--- src/rtl/contador15_ctrl.sv ---
// Start/stop/clear up/down counter with a hex 7-segment digit, advanced by rising
// edges of a slow tick wave that is sampled in the clock_in domain.
module contador15_ctrl #(
    parameter int WIDTH          = 4,
    parameter int MAX_COUNT      = 15,
    parameter bit SEG_ACTIVE_LOW = 1'b1
) (
    input  logic             clock_in,
    input  logic             reset,
    input  logic             tick_in,
    input  logic             start,
    input  logic             stop,
    input  logic             clear,
    input  logic             up_down,
    input  logic             wrap_en,
    output logic [WIDTH-1:0] count,
    output logic [6:0]       seg,
    output logic             terminal,
    output logic             running,
    output logic             done
);

    typedef enum logic [1:0] {
        ST_IDLE  = 2'd0,
        ST_RUN   = 2'd1,
        ST_PAUSE = 2'd2,
        ST_DONE  = 2'd3
    } state_t;

    localparam logic [WIDTH-1:0] MAX_V = WIDTH'(MAX_COUNT);
    localparam logic [WIDTH-1:0] ONE_V = WIDTH'(1);

    state_t           state_reg, state_next;
    logic [WIDTH-1:0] count_reg, count_next;
    logic             terminal_reg, terminal_next;
    logic             running_reg, done_reg;
    logic             tick_q_reg, tick_qq_reg;
    logic             tick_edge;
    logic [WIDTH-1:0] limit_value, load_value;
    logic [3:0]       digit;
    logic [6:0]       seg_on;

    assign tick_edge   = tick_q_reg & ~tick_qq_reg;
    assign limit_value = up_down ? MAX_V : '0;
    assign load_value  = up_down ? '0 : MAX_V;

    // Priority: clear > stop > start > tick_edge. A start while already running is a
    // no-op, so a tick in that cycle still counts.
    always_comb begin
        state_next    = state_reg;
        count_next    = count_reg;
        terminal_next = 1'b0;
        if (clear) begin
            state_next = ST_IDLE;
            count_next = load_value;
        end else if (stop) begin
            if (state_reg == ST_RUN) begin
                state_next = ST_PAUSE;
            end
        end else if (start && (state_reg != ST_RUN)) begin
            state_next = ST_RUN;
            if (state_reg == ST_DONE) begin
                count_next = load_value;
            end
        end else if ((state_reg == ST_RUN) && tick_edge) begin
            if (count_reg == limit_value) begin
                terminal_next = 1'b1;
                if (wrap_en) begin
                    count_next = load_value;
                end else begin
                    state_next = ST_DONE;
                end
            end else if (up_down) begin
                count_next = count_reg + ONE_V;
            end else begin
                count_next = count_reg - ONE_V;
            end
        end
    end

    always_ff @(posedge clock_in or posedge reset) begin
        if (reset) begin
            state_reg    <= ST_IDLE;
            count_reg    <= '0;
            terminal_reg <= 1'b0;
            running_reg  <= 1'b0;
            done_reg     <= 1'b0;
            tick_q_reg   <= 1'b0;
            tick_qq_reg  <= 1'b0;
        end else begin
            state_reg    <= state_next;
            count_reg    <= count_next;
            terminal_reg <= terminal_next;
            running_reg  <= (state_next == ST_RUN);
            done_reg     <= (state_next == ST_DONE);
            tick_q_reg   <= tick_in;
            tick_qq_reg  <= tick_q_reg;
        end
    end

    generate
        if (WIDTH >= 4) begin : g_digit_wide
            assign digit = count_reg[3:0];
        end else begin : g_digit_narrow
            assign digit = {{(4 - WIDTH){1'b0}}, count_reg};
        end
    endgenerate

    // Segment order is {g,f,e,d,c,b,a}, active-high here; polarity applied below.
    always_comb begin
        seg_on = 7'b0000000;
        case (digit)
            4'h0: seg_on = 7'b0111111;
            4'h1: seg_on = 7'b0000110;
            4'h2: seg_on = 7'b1011011;
            4'h3: seg_on = 7'b1001111;
            4'h4: seg_on = 7'b1100110;
            4'h5: seg_on = 7'b1101101;
            4'h6: seg_on = 7'b1111101;
            4'h7: seg_on = 7'b0000111;
            4'h8: seg_on = 7'b1111111;
            4'h9: seg_on = 7'b1101111;
            4'hA: seg_on = 7'b1110111;
            4'hB: seg_on = 7'b1111100;
            4'hC: seg_on = 7'b0111001;
            4'hD: seg_on = 7'b1011110;
            4'hE: seg_on = 7'b1111001;
            4'hF: seg_on = 7'b1110001;
            default: seg_on = 7'b0000000;
        endcase
    end

    assign seg      = SEG_ACTIVE_LOW ? ~seg_on : seg_on;
    assign count    = count_reg;
    assign terminal = terminal_reg;
    assign running  = running_reg;
    assign done     = done_reg;

endmodule

--- config.mk ---
export PLATFORM = sky130hd
export DESIGN_NAME = contador15_ctrl
export DESIGN_NICKNAME = d
export VERILOG_FILES = /design/src/rtl/contador15_ctrl.sv
export SDC_FILE = /design/constraint.sdc
export NUM_CORES = 1
export LEC_CHECK = 0
export BUFFER_PORTS_ARGS = -buffer_cell sky130_fd_sc_hd__buf_2
export CORE_MARGIN = 1
export CORE_UTILIZATION = 50
export CTS_CLUSTER_DIAMETER = 40
export DETAILED_ROUTE_END_ITERATION = 10
export PLACE_DENSITY = 0.76
export SYNTH_ARGS = -nofsm -noshare
export SYNTH_HDL_FRONTEND = slang
export SYNTH_SLANG_ARGS = --single-unit
--- constraint.sdc ---
create_clock -name clock_in -period 2.5 [get_ports clock_in]
set_clock_uncertainty 0.15 [all_clocks]
set_input_delay 0.125 -clock clock_in [delete_from_list [all_inputs] [get_ports clock_in]]
set_output_delay 0.125 -clock clock_in [all_outputs]
set_load 0.05 [all_outputs]
==> results of run 1 <==
[stage by stage]
stage	util (%)	std cells	hold slack (ns)	area, µm²
CTS	69.4	141	0.0167	1090
floorplan	-	97	-0.173	888
finish	69.4	141	0.0269	1090
detailed placement	64.5	132	-0.0137	1020
global placement	64.5	132	-0.0162	1020
global route	69.4	141	0.0301	1090
[synthesized netlist by cell type (all sizes together)]
library cell and number:
nand2 4, nor3b 1, nand4 1, o211a 1, or3 2, o2bb2ai 1
dfrtp 11, nand2b 3, a21oi 10, inv 9, a211oi 2, mux4 1
nand3 2, o32ai 1, a2111oi 1, o22ai 1, buf 2, nor4 1
and2 1, ha 7, o211ai 1, mux2i 3, a21boi 1, a22o 2
a211o 1, nor2b 2, a31oi 1, xor2 1, fa 1, a221oi 1
nor2 8, a22oi 1, nor3 1, or3b 1, nor4b 1, a21o 2
o21ai 4, clkbuf 3
[final timing paths]
check                      depth (start not counted)     endpoint  slack, ns        from
setup / recovery                                   5       seg[3]       0.13    count[0]
hold / removal                                     3      running       0.03       start
setup reg to reg                                   4     terminal       0.34    count[0]
hold reg to reg                                    0  tick_qq_reg       0.22  tick_q_reg
max in group asynchronous                          3     count[2]       1.70       reset
min in group asynchronous                          3     count[1]       0.22       reset
[power groups by stage]
stage	sequential, mW	combinational (mW)	clock (mW)
after floorplan	0.315	0.556	0
after global placement	0.247	0.778	0
after detailed placement	0.250	0.785	0
after CTS	0.245	0.793	0.122
after global routing	0.251	0.855	0.127
final	0.245	0.795	0.120
[kinds of logic (layout without fill, tap and decap cells)]
group           Yosys count  after routing  synth area share [%]
simple gates             28             28                  17.6
compound gates           31             31                  26.0
buf+inv                  14             42                  5.97
fa+ha+maj                 8              8                  12.2
flops                    11             11                  31.2
mux                       4              4                  5.97
xor+xnor                  1              1                 0.994
[routing by layer]
| metal | wire [µm] | up-vias | global-route usage [%] |
|---|---|---|---|
| met3 | 64 | 0 | 6.25 |
| met5 | 0 | - | 0 |
| li1 | - | 410 | - |
| met2 | 844 | 15 | 34.0 |
| met4 | 0 | 0 | 4.85 |
| met1 | 947 | 369 | 34.0 |
[final cells by class]
type	instances	share of cell area (%)
inverter	9	3.09
sequential	11	25.2
multi-input combinational	72	51.3
tap	16	1.83
timing repair buffer	29	16.2
clock buffer	4	2.40
[tightest hold or removal path, cell delays in order]
cell and delay (ns):
sky130_fd_sc_hd__buf_2 0.14, sky130_fd_sc_hd__inv_1 0.06, sky130_fd_sc_hd__a2111oi_0 0.08
[repair_timing]
item                      CTS  global route
gates resized for setup     0             0
hold buffers                5             0
hold endpoints to repair   17             0
==> results.txt, run 1 <==
The synthesized design spends more area on one cell type than any other, namely sky130_fd_sc_hd__dfrtp_1. STA puts the critical path data arrival time at 2.09 ns. The sequential area share after synthesis is 31.3%. The number of storage elements in the synthesis netlist is 11. The fmax came out at 422 MHz. The later pin in the worst-skew pair is clocked with a latency of 0.27 ns.

Routability-driven placement finished with a final weighted congestion of 0.824. The sequential cell area came out at 275 µm². The tightest min-delay check is of the in -> reg type. The number of different library cells in the post-synthesis netlist is 39. The DRC violation total after the first TritonRoute iteration is 19.

The global-route usage over all layers is 23.1%. The cell area after technology mapping is 881 µm². The floorplan has 14 rows. The worst setup margin is 0.130 ns.

The initial antenna violation count was 0. The largest stage delay on the critical path is 0.57 ns. The clock slew seen by the registers of the worst setup and hold paths came out at 0.07 ns. The largest driver fanout on the critical path came out at 10.

The signal on the critical path passes through inv_1 -> ha_1 -> inv_1 -> mux4_2 -> buf_2. The switching share of power came out at 56.4%. The share of power burned in combinational logic is 68.5%.

The number of global-route vias before repair came to 754. The top-level I/O count is 22. The critical path is of the reg -> out type. The remaining max-slew budget at the tightest pin is 74.0%. The minimum setup slack after placement came out at 0.362 ns. Setup repair after global routing left no endpoint under its margin. The routed wire length is 1860 µm. The flip-flop count of the largest register, all copies and words added is 4. The remaining routing DRC violations came out at 0. On the critical path, the stage with the largest delay is an instance of sky130_fd_sc_hd__dfrtp_1. The number of fill cells in the layout is 130. The number of nets with antenna violations after detailed routing is 0. The clock network accounts for 10.3% of the total power. The final count of pins violating max slew came to 0.

In this run the clock root is driven by a sky130_fd_sc_hd__clkbuf_4. The area share of the largest cell type after synthesis is 31.3%. STA classifies the critical path startpoint as a flop.

The endpoint required time on the critical path came out at 2.23 ns. The power density over the cells came out at 1060 mW/mm². Setup violations remaining at the end of the flow were counted as 0. The maximum number of pins on one net before global-route repair is 15. The first detailed-routing pass ran for 6 iterations. The internal cell power came out at 0.506 mW. The minimum clock period is 2.37 ns. The total grt overflow came out at 0. The die outline area is 0.00193 mm². The sequential group share of total power is 21.1%.

The number of buffers inserted to repair setup after CTS is 0. Synthesis produced a netlist with a net count of 113. In the routed layout, each cell is associated on average with a via count of 5.63. Clock tree synthesis inserted a total of 3 buffers. The largest voltage drop on the vdd net is 0.765 mV. Synthesis produced 97 cells. The detailed-route via count is 794. The total negative setup slack came out at 0 ns. The antenna diode instance count is 0. The width of the die is 44.0 µm. The worst path buffer plus inverter count came out at 3. The flow ran to the end, and the final reports show no timing, DRC or antenna violations. The actual transition at the worst max-transition pin came out at 0.381 ns. The wire length of the first global-routing pass is 3310 µm. Among the stages of the critical path, the cell type that occurs most often is sky130_fd_sc_hd__inv_1. Grouping stages by cell kind, the critical path spends the most delay in flip-flops. Leaving out fill and tap cells, the most frequent cells in the layout are 21 x sky130_fd_sc_hd__buf_2, 11 x sky130_fd_sc_hd__dfrtp_1, 10 x sky130_fd_sc_hd__a21oi_1.

The number of nets at the end of the flow came out at 142. The count of buffers from port buffering came out at 21. Leaving out fill and tap cells, the most frequent cell in the layout is sky130_fd_sc_hd__buf_2. The static leakage is 0.538 nW. The initial core utilization is 55.9%. The die height came out at 44.0 µm. The placed wire-length estimate came out at 1350 µm. The total area of multi-input combinational cells came out at 561 µm². The final clock period utilization by the worst path came out at 94.8%. The area overhead of the layout relative to synthesis came out at 24.1%. The worst setup path is captured at a primary output.

The mean instance size in the synthesized netlist came out at 9.08 µm². The number of sinks driven by the clock tree came out at 11. Yosys attributes the largest share of cell area to sky130_fd_sc_hd__dfrtp_1 31%, sky130_fd_sc_hd__ha_1 9.9%, sky130_fd_sc_hd__a21oi_1 5.7%. The net switching power of the design came out at 0.654 mW.

The number of failing hold endpoints at the final stage is 0. Dividing the detail-routed wire length by the instance count gives 13.2 µm. The area of the core is 0.00158 mm².

The layout cell share with drive strength beyond 1 came out at 26.4%. TritonCTS built the clock tree. The Yosys step of the flow raised 0 warnings. The clock passes through at most 2 buffers. The number of maximum-capacitance constraint violations came out at 0.

In this run the number of H-tree levels came out at 1. The post-layout total power came out at 1.16 mW.
(Power assumes the default switching activity.)
==> run 2, diff against run 1 <==
Settings changed: ABC_AREA from default to 1.
==> results.txt, run 2 <==
The run finished, with violations left. The checks that failed: design-rule violations. The area of the core is 0.00158 mm². The total negative setup slack came out at 0 ns.

The pre-antenna-repair detailed-routing pass consisted of 7 iterations. The worst register-to-register path begins at count[2]. The highest metal layer used by the detailed router is met4. The gate count of the mapped netlist came out at 121. The die height is 43.8 µm. The number of synthesized flops with an enable pin is 0. The actual transition at the worst max-transition pin is 0.410 ns. The tree is rooted in a sky130_fd_sc_hd__clkbuf_4.

The remaining routing DRC violations is 3. The launch instance of the worst min-delay path is clear. The count of buffers from port buffering came out at 21. Counting I/O delays and the setup requirement, the final critical path takes 2.19 ns. The total length of routed met3 wires came out at 54 µm. Among all cell types in the netlist, the one instantiated most often is sky130_fd_sc_hd__nand2_1. The number of buffers added by the clock tree synthesis step came out at 3. The endpoint required time on the critical path came out at 2.56 ns. The final critical path takes up 87.5% of the cycle. Setup violations remaining at the end of the flow were counted as 0. The reg-to-reg setup timing slack came out at 0.31 ns. Once detail routing completed, the nets flagged for antenna violations numbered 0. The initial core utilization is 55.5%.

Of the total power, registers draw 25.6%. Across the run, the number of max-cap violations was 0. The mean instance size in the synthesized netlist came out at 7.23 µm². For this block, the via count after detailed routing is 849.

The number of global-route vias before repair came to 769. The detailed-routed wire length on met2 came out at 908 µm. The cell area after technology mapping is 875 µm². The antenna diode instance count came out at 0. The number of instances resized during post-cts repair came out at 0. For the worst flop-to-flop path, the logic depth is 8. Detailed placement finished with a half-perimeter wire length of 1390 µm. The number of different library cells in the post-synthesis netlist came out at 24.

The library cell used most frequently in the layout, excluding fill and tap cells, is sky130_fd_sc_hd__nand2_1. The number of failing hold endpoints at the final stage is 0. The top cell types in the final layout, fill and taps aside, are 38 x sky130_fd_sc_hd__nand2_1, 21 x sky130_fd_sc_hd__buf_2, 11 x sky130_fd_sc_hd__dfrtp_1.

The final weighted congestion of routability-driven global placement is 0.843. The power density over the cells is 887 mW/mm². The critical path contains buffers and inverters numbering 2 combined.

The maximum level of the CTS H-tree came out at 1. Synthesis inferred 11 register bits. The layout cell share with drive strength beyond 1 came out at 31.5%. For hold timing, the worst endpoint is done.

Net switching is 56.4% of the power. The post-layout total power is 0.947 mW. The largest driver fanout on the critical path came out at 10. The top-level I/O count is 22. The worst hold-check path type is in -> reg. The worst setup path is captured at a flop. The critical path is of the reg -> reg type. In the final routing, the length of wire on met1 measures 830 µm.

After the first detailed-routing iteration, the DRC count stood at 24. The worst register-to-register path ends at terminal. In this run the power spent charging and discharging nets is 0.533 mW.

The clock slew seen by the registers of the worst setup and hold paths is 0.07 ns. The width of the die came out at 43.8 µm. The later pin in the worst-skew pair is clocked with a latency of 0.26 ns. TritonCTS built the clock tree.

After detailed routing, the average wire length per cell comes to 10.9 µm. The data arrival time of the worst path is 2.24 ns. Walking the worst path, the cells encountered are ha_1 -> nand2_1 -> inv_1 -> nand2_1 -> nor2_4 -> nand2_1 -> nor3_1 -> dlygate4sd3_1. The longest clock path from root to sink contains 2 buffers. Global routing finished with a remaining overflow of 0.

The routed wire length came out at 1800 µm. The maximum number of pins on one net before global-route repair came out at 14. The floorplan row count came out at 14.

The number of buffers inserted to repair setup after CTS came out at 0. The number of nets at the end of the flow came out at 166. The first global-routing pass estimated 3090 µm of wire. The clock drives 11 sinks. The final count of pins violating max slew came to 0.

Headroom to the max-slew limit came out at 72.6%. By instance count, the cell type seen most on the critical path is sky130_fd_sc_hd__nand2_1. The net count after synthesis came out at 137.

The fmax came out at 457 MHz. Setup repair after global routing left no endpoint under its margin. The static leakage is 0.599 nW.

The proportion of synthesized flip-flops having asynchronous set or reset is 100%. The area overhead of the layout relative to synthesis came out at 22.0%. Sequential elements use 31.5% of the synthesized area. VDD sags by at most 0.458 mV. The cell depth of the worst min-delay path came out at 4.

The slowest stage of the critical path belongs to the cell sky130_fd_sc_hd__dlygate4sd3_1. Combinational logic burns 61.8% of the power. Grouping stages by cell kind, the critical path spends the most delay in buffers and inverters. The die outline area is 0.00192 mm². The register with the most flip-flops in the layout has 4 of them.

The relative contribution of the clock network to total power came out at 12.6%. The internal power of the cells totals 0.413 mW. Summed over all instances, the cell type with the most area after synthesis is sky130_fd_sc_hd__dfrtp_1.

The largest stage delay on the critical path is 0.56 ns. The global-route usage over all layers came out at 21.5%. For this run, the leading register cell type out of synthesis is sky130_fd_sc_hd__dfrtp_1.

The area share of the largest cell type after synthesis came out at 31.5%. Ranked by total cell area, the synthesized netlist is headed by sky130_fd_sc_hd__dfrtp_1 31%, sky130_fd_sc_hd__nand2_1 16%, sky130_fd_sc_hd__ha_1 10%. The post-detailed-route via-to-cell ratio is 5.15. By count the netlist is led by 38 x sky130_fd_sc_hd__nand2_1, 11 x sky130_fd_sc_hd__dfrtp_1, 9 x sky130_fd_sc_hd__inv_1.

The initial antenna violation count is 0. The worst setup path is launched from a flop. The number of warnings reported in the yosys synthesis log is 0.
==> run 2: changes by cell type in the layout (fill, tap and decap cells not counted), sizes merged, moves of 5 or more <==
cell   previous run  this run
o21ai             4        10
inv               9        16
nand3             2         7
nand2             4        44
a21oi            10         5
==> run 2: cells by family after synthesis <==
family / synth area share [%]
AOI/OAI and AO/OA: 11.3
xor gates and xnor gates: 1.00
adders and majority gates: 12.3
buffers and inverters: 7.30
DFF: 31.5
and+or+nand+nor: 36.6
==> run 2: stage by stage <==
| stage | hold slack [ns] | util (%) | worst slack, ns | cells | area, µm² |
|---|---|---|---|---|---|
| after detailed placement | -0.0161 | 63.5 | 0.601 | 157 | 1000 |
| final | 0.0403 | 67.7 | 0.313 | 165 | 1070 |
| after CTS | 0.0162 | 67.7 | 0.323 | 165 | 1070 |
| after global placement | -0.0187 | 63.5 | 0.670 | 157 | 1000 |
| after floorplan | -0.173 | - | 0.175 | 121 | 880 |
| after global routing | 0.0549 | 67.7 | 0.167 | 165 | 1070 |
==> run 2: worst max path at each step <==
| stage | start | endpoint | slack (ns) | cells after the start |
|---|---|---|---|---|
| after floorplan | count[0] | seg[1] | 0.17 | 2 |
| after global placement | count[2] | count[2] | 0.67 | 11 |
| after detailed placement | count[2] | count[2] | 0.60 | 11 |
| after CTS | count[2] | terminal | 0.32 | 8 |
| after global routing | count[2] | terminal | 0.17 | 8 |
| final | count[2] | terminal | 0.31 | 8 |
==> run 2: timing repair <==
action                                  4_1_cts  5_1_grt
endpoints found under the setup margin        0        0
hold buffers                                  4        0
hold endpoints to repair                     13        0
==> run 2: area by class of cell <==
type,count,area (µm²)
multi-input cells,93,541
fillers,132,509
flip-flops and latches,11,275
repair buffers,25,145
inverters,16,60.1
clock buffers,4,26.3
well taps,16,20.0
==> run 2: power by group through the flow <==
stage / clock, mW / combinational, mW / sequential (mW)
2_1_floorplan: 0 / 0.414 / 0.297
5_1_grt: 0.134 / 0.634 / 0.249
4_1_cts: 0.126 / 0.586 / 0.244
3_5_place_dp: 0 / 0.581 / 0.247
6_report: 0.119 / 0.585 / 0.243
3_3_place_gp: 0 / 0.577 / 0.245
==> run 2: tightest hold or removal path, stage by stage <==
cell and delay (ns):
sky130_fd_sc_hd__buf_2 0.11, sky130_fd_sc_hd__nor2_1 0.07, sky130_fd_sc_hd__nand2_2 0.08, sky130_fd_sc_hd__nor2_2 0.03
==> run 2: layer usage <==
metal	track usage (%)	vias to the layer above
li1	-	444
met1	26.9	385
met2	37.9	18
met3	1.25	2
met4	9.38	0
met5	0	-
==> run 3, diff against run 2 <==
Settings changed: CTS_CLUSTER_DIAMETER 40 to default, PLACE_DENSITY 0.76 to default, PLACE_DENSITY_LB_ADDON from default to 0.08.
==> results.txt, run 3 (synthesized netlist as in run 2, its figures left out) <==
The run finished, with violations left. The final reports fail on design-rule violations. The final layout contains routed wiring with a total length of 1830 µm.

The root buffer cell is sky130_fd_sc_hd__clkbuf_4. The first global-routing pass estimated 3260 µm of wire. The floorplan step defined a die boundary enclosing 0.00192 mm². The minimum clock period came out at 2.31 ns. The clock slew seen by the registers of the worst setup and hold paths is 0.07 ns. Before antenna repair, the detailed router went through 7 iterations.

The post-layout total power came out at 0.954 mW. The fmax came out at 434 MHz. The width of the die came out at 43.8 µm.

The endpoint required time on the critical path came out at 2.55 ns. The number of placed instances, taps included is 157. At the end of the flow, the number of nets in the layout was 166. The layout cell share with drive strength beyond 1 came out at 32.2%.

For the pin with the worst max-slew slack, the measured transition is 0.386 ns. Buffers placed on the I/O ports in this run total 21. The area overhead of the layout relative to synthesis is 22.2%. The number of buffers added by the clock tree synthesis step came out at 3. STA classifies the critical path startpoint as a flop. The maximum clock path buffer count is 2. The floorplan row count is 14. The area of the core came out at 0.00158 mm². The area of all placed cells without fillers came out at 0.00107 mm². The number of maximum-capacitance constraint violations came out at 0. The number of failing hold endpoints at the final stage is 0. The largest driver fanout on the critical path is 10. Entering global routing, the biggest net connects 14 pins.

The worst hold-check path type is in -> reg. The total negative setup slack is 0 ns. After the flow finishes, the layout carries non-filler instances totaling 165. The initial core utilization is 55.5%.

The number of sinks driven by the clock tree came out at 11. Routability-driven placement finished with a final weighted congestion of 0.792. The placed wire-length estimate came out at 1410 µm.

The cell area after placement came out at 0.00100 mm². The average wire per standard cell came out at 11.1 µm. The worst path uses 92.2% of the clock period. By startpoint and endpoint, the worst setup path is classified as reg -> reg. The power density over the cells is 893 mW/mm². The library cell used most frequently in the layout, excluding fill and tap cells, is sky130_fd_sc_hd__nand2_1. For this run, the total global-route usage over all layers was measured as 22.5%. The remaining max-slew budget at the tightest pin is 74.2%. Data arrives at the worst endpoint at 2.35 ns.

0 antenna diodes ended up in the layout. The die height came out at 43.8 µm. The largest voltage drop on the vdd net came out at 0.508 mV. Across all layers, the routed design uses 827 vias.

Setup repair after global routing left no endpoint under its margin. The minimum setup slack after placement is 0.589 ns. After detailed routing, the number of remaining DRC violations is 3. The number of nets with antenna violations after detailed routing came out at 0.

At the end of the flow the core is filled with cells to 67.8%. In the routed layout, each cell is associated on average with a via count of 5.01. The count of final setup violators came out at 0. Global routing finished with a remaining overflow of 0. The clock reaches the later pin of the worst-skew pair after 0.27 ns. The initial antenna violation count was 0. The static leakage came out at 0.597 nW. The top-level I/O count came out at 22. The number of setup buffers added after CTS is 0. TritonCTS built the clock tree. The maximum level of the CTS H-tree is 1. The DRC violation total after the first TritonRoute iteration came out at 17. The final count of pins violating max slew came out at 0.

The number of global-route vias before repair is 768. The worst setup margin came out at 0.195 ns. In the layout the commonest cells are 38 x sky130_fd_sc_hd__nand2_1, 21 x sky130_fd_sc_hd__buf_2, 10 x sky130_fd_sc_hd__dfrtp_1. The kind of capture point of the worst setup path is a flop. The worst hold slack is 0.0211 ns.

The flip-flop count of the largest register, all copies and words added is 4.
run 3: worst max-delay path, stage by stage (launching register included):
cell and delay, ns:
sky130_fd_sc_hd__dfrtp_2 0.48, sky130_fd_sc_hd__ha_1 0.36, sky130_fd_sc_hd__nand2_1 0.06, sky130_fd_sc_hd__inv_1 0.06
sky130_fd_sc_hd__nand2_1 0.08, sky130_fd_sc_hd__nor2_4 0.15, sky130_fd_sc_hd__nand2_1 0.08, sky130_fd_sc_hd__nor3_1 0.20
sky130_fd_sc_hd__dlygate4sd3_1 0.61
run 3: power by group:
| part | internal (mW) | switching (mW) |
|---|---|---|
| Combinational | 0.154 | 0.434 |
| Sequential | 0.199 | 0.0465 |
| Clock | 0.0618 | 0.0582 |
run 3: path summary, 6_finish.rpt:
| path | slack, ns | start | to | cells past startpoint |
|---|---|---|---|---|
| worst max register to register | 0.19 | count[2] | terminal | 8 |
| max in group asynchronous | 1.67 | reset | count[2] | 3 |
| worst min register to register | 0.26 | tick_q_reg | tick_qq_reg | 0 |
| worst max-delay path | 0.19 | count[2] | terminal | 8 |
| worst min-delay path | 0.02 | clear | done | 4 |
| min in group asynchronous | 0.24 | reset | tick_qq_reg | 3 |
run 3: timing repair:
item	4_1_cts	5_1_grt
hold buffers	4	0
hold endpoints to repair	13	0
resized for setup	0	1
endpoints found under the setup margin	0	1
run 3: area by class of cell:
class	count	area (µm²)
Fill cell	145	508
Inverter	16	60.1
Sequential cell	11	277
Tap cell	16	20.0
Multi-Input combinational cell	93	541
Clock buffer	4	26.3
Timing Repair Buffer	25	145
run 3: routing by layer:
metal | wire, µm | GRT usage, % | vias to the layer above
met5 | 0 | 0 | -
met4 | 0 | 5.63 | 0
met3 | 62 | 3.75 | 0
met2 | 855 | 37.0 | 23
met1 | 915 | 30.8 | 363
li1 | - | - | 441
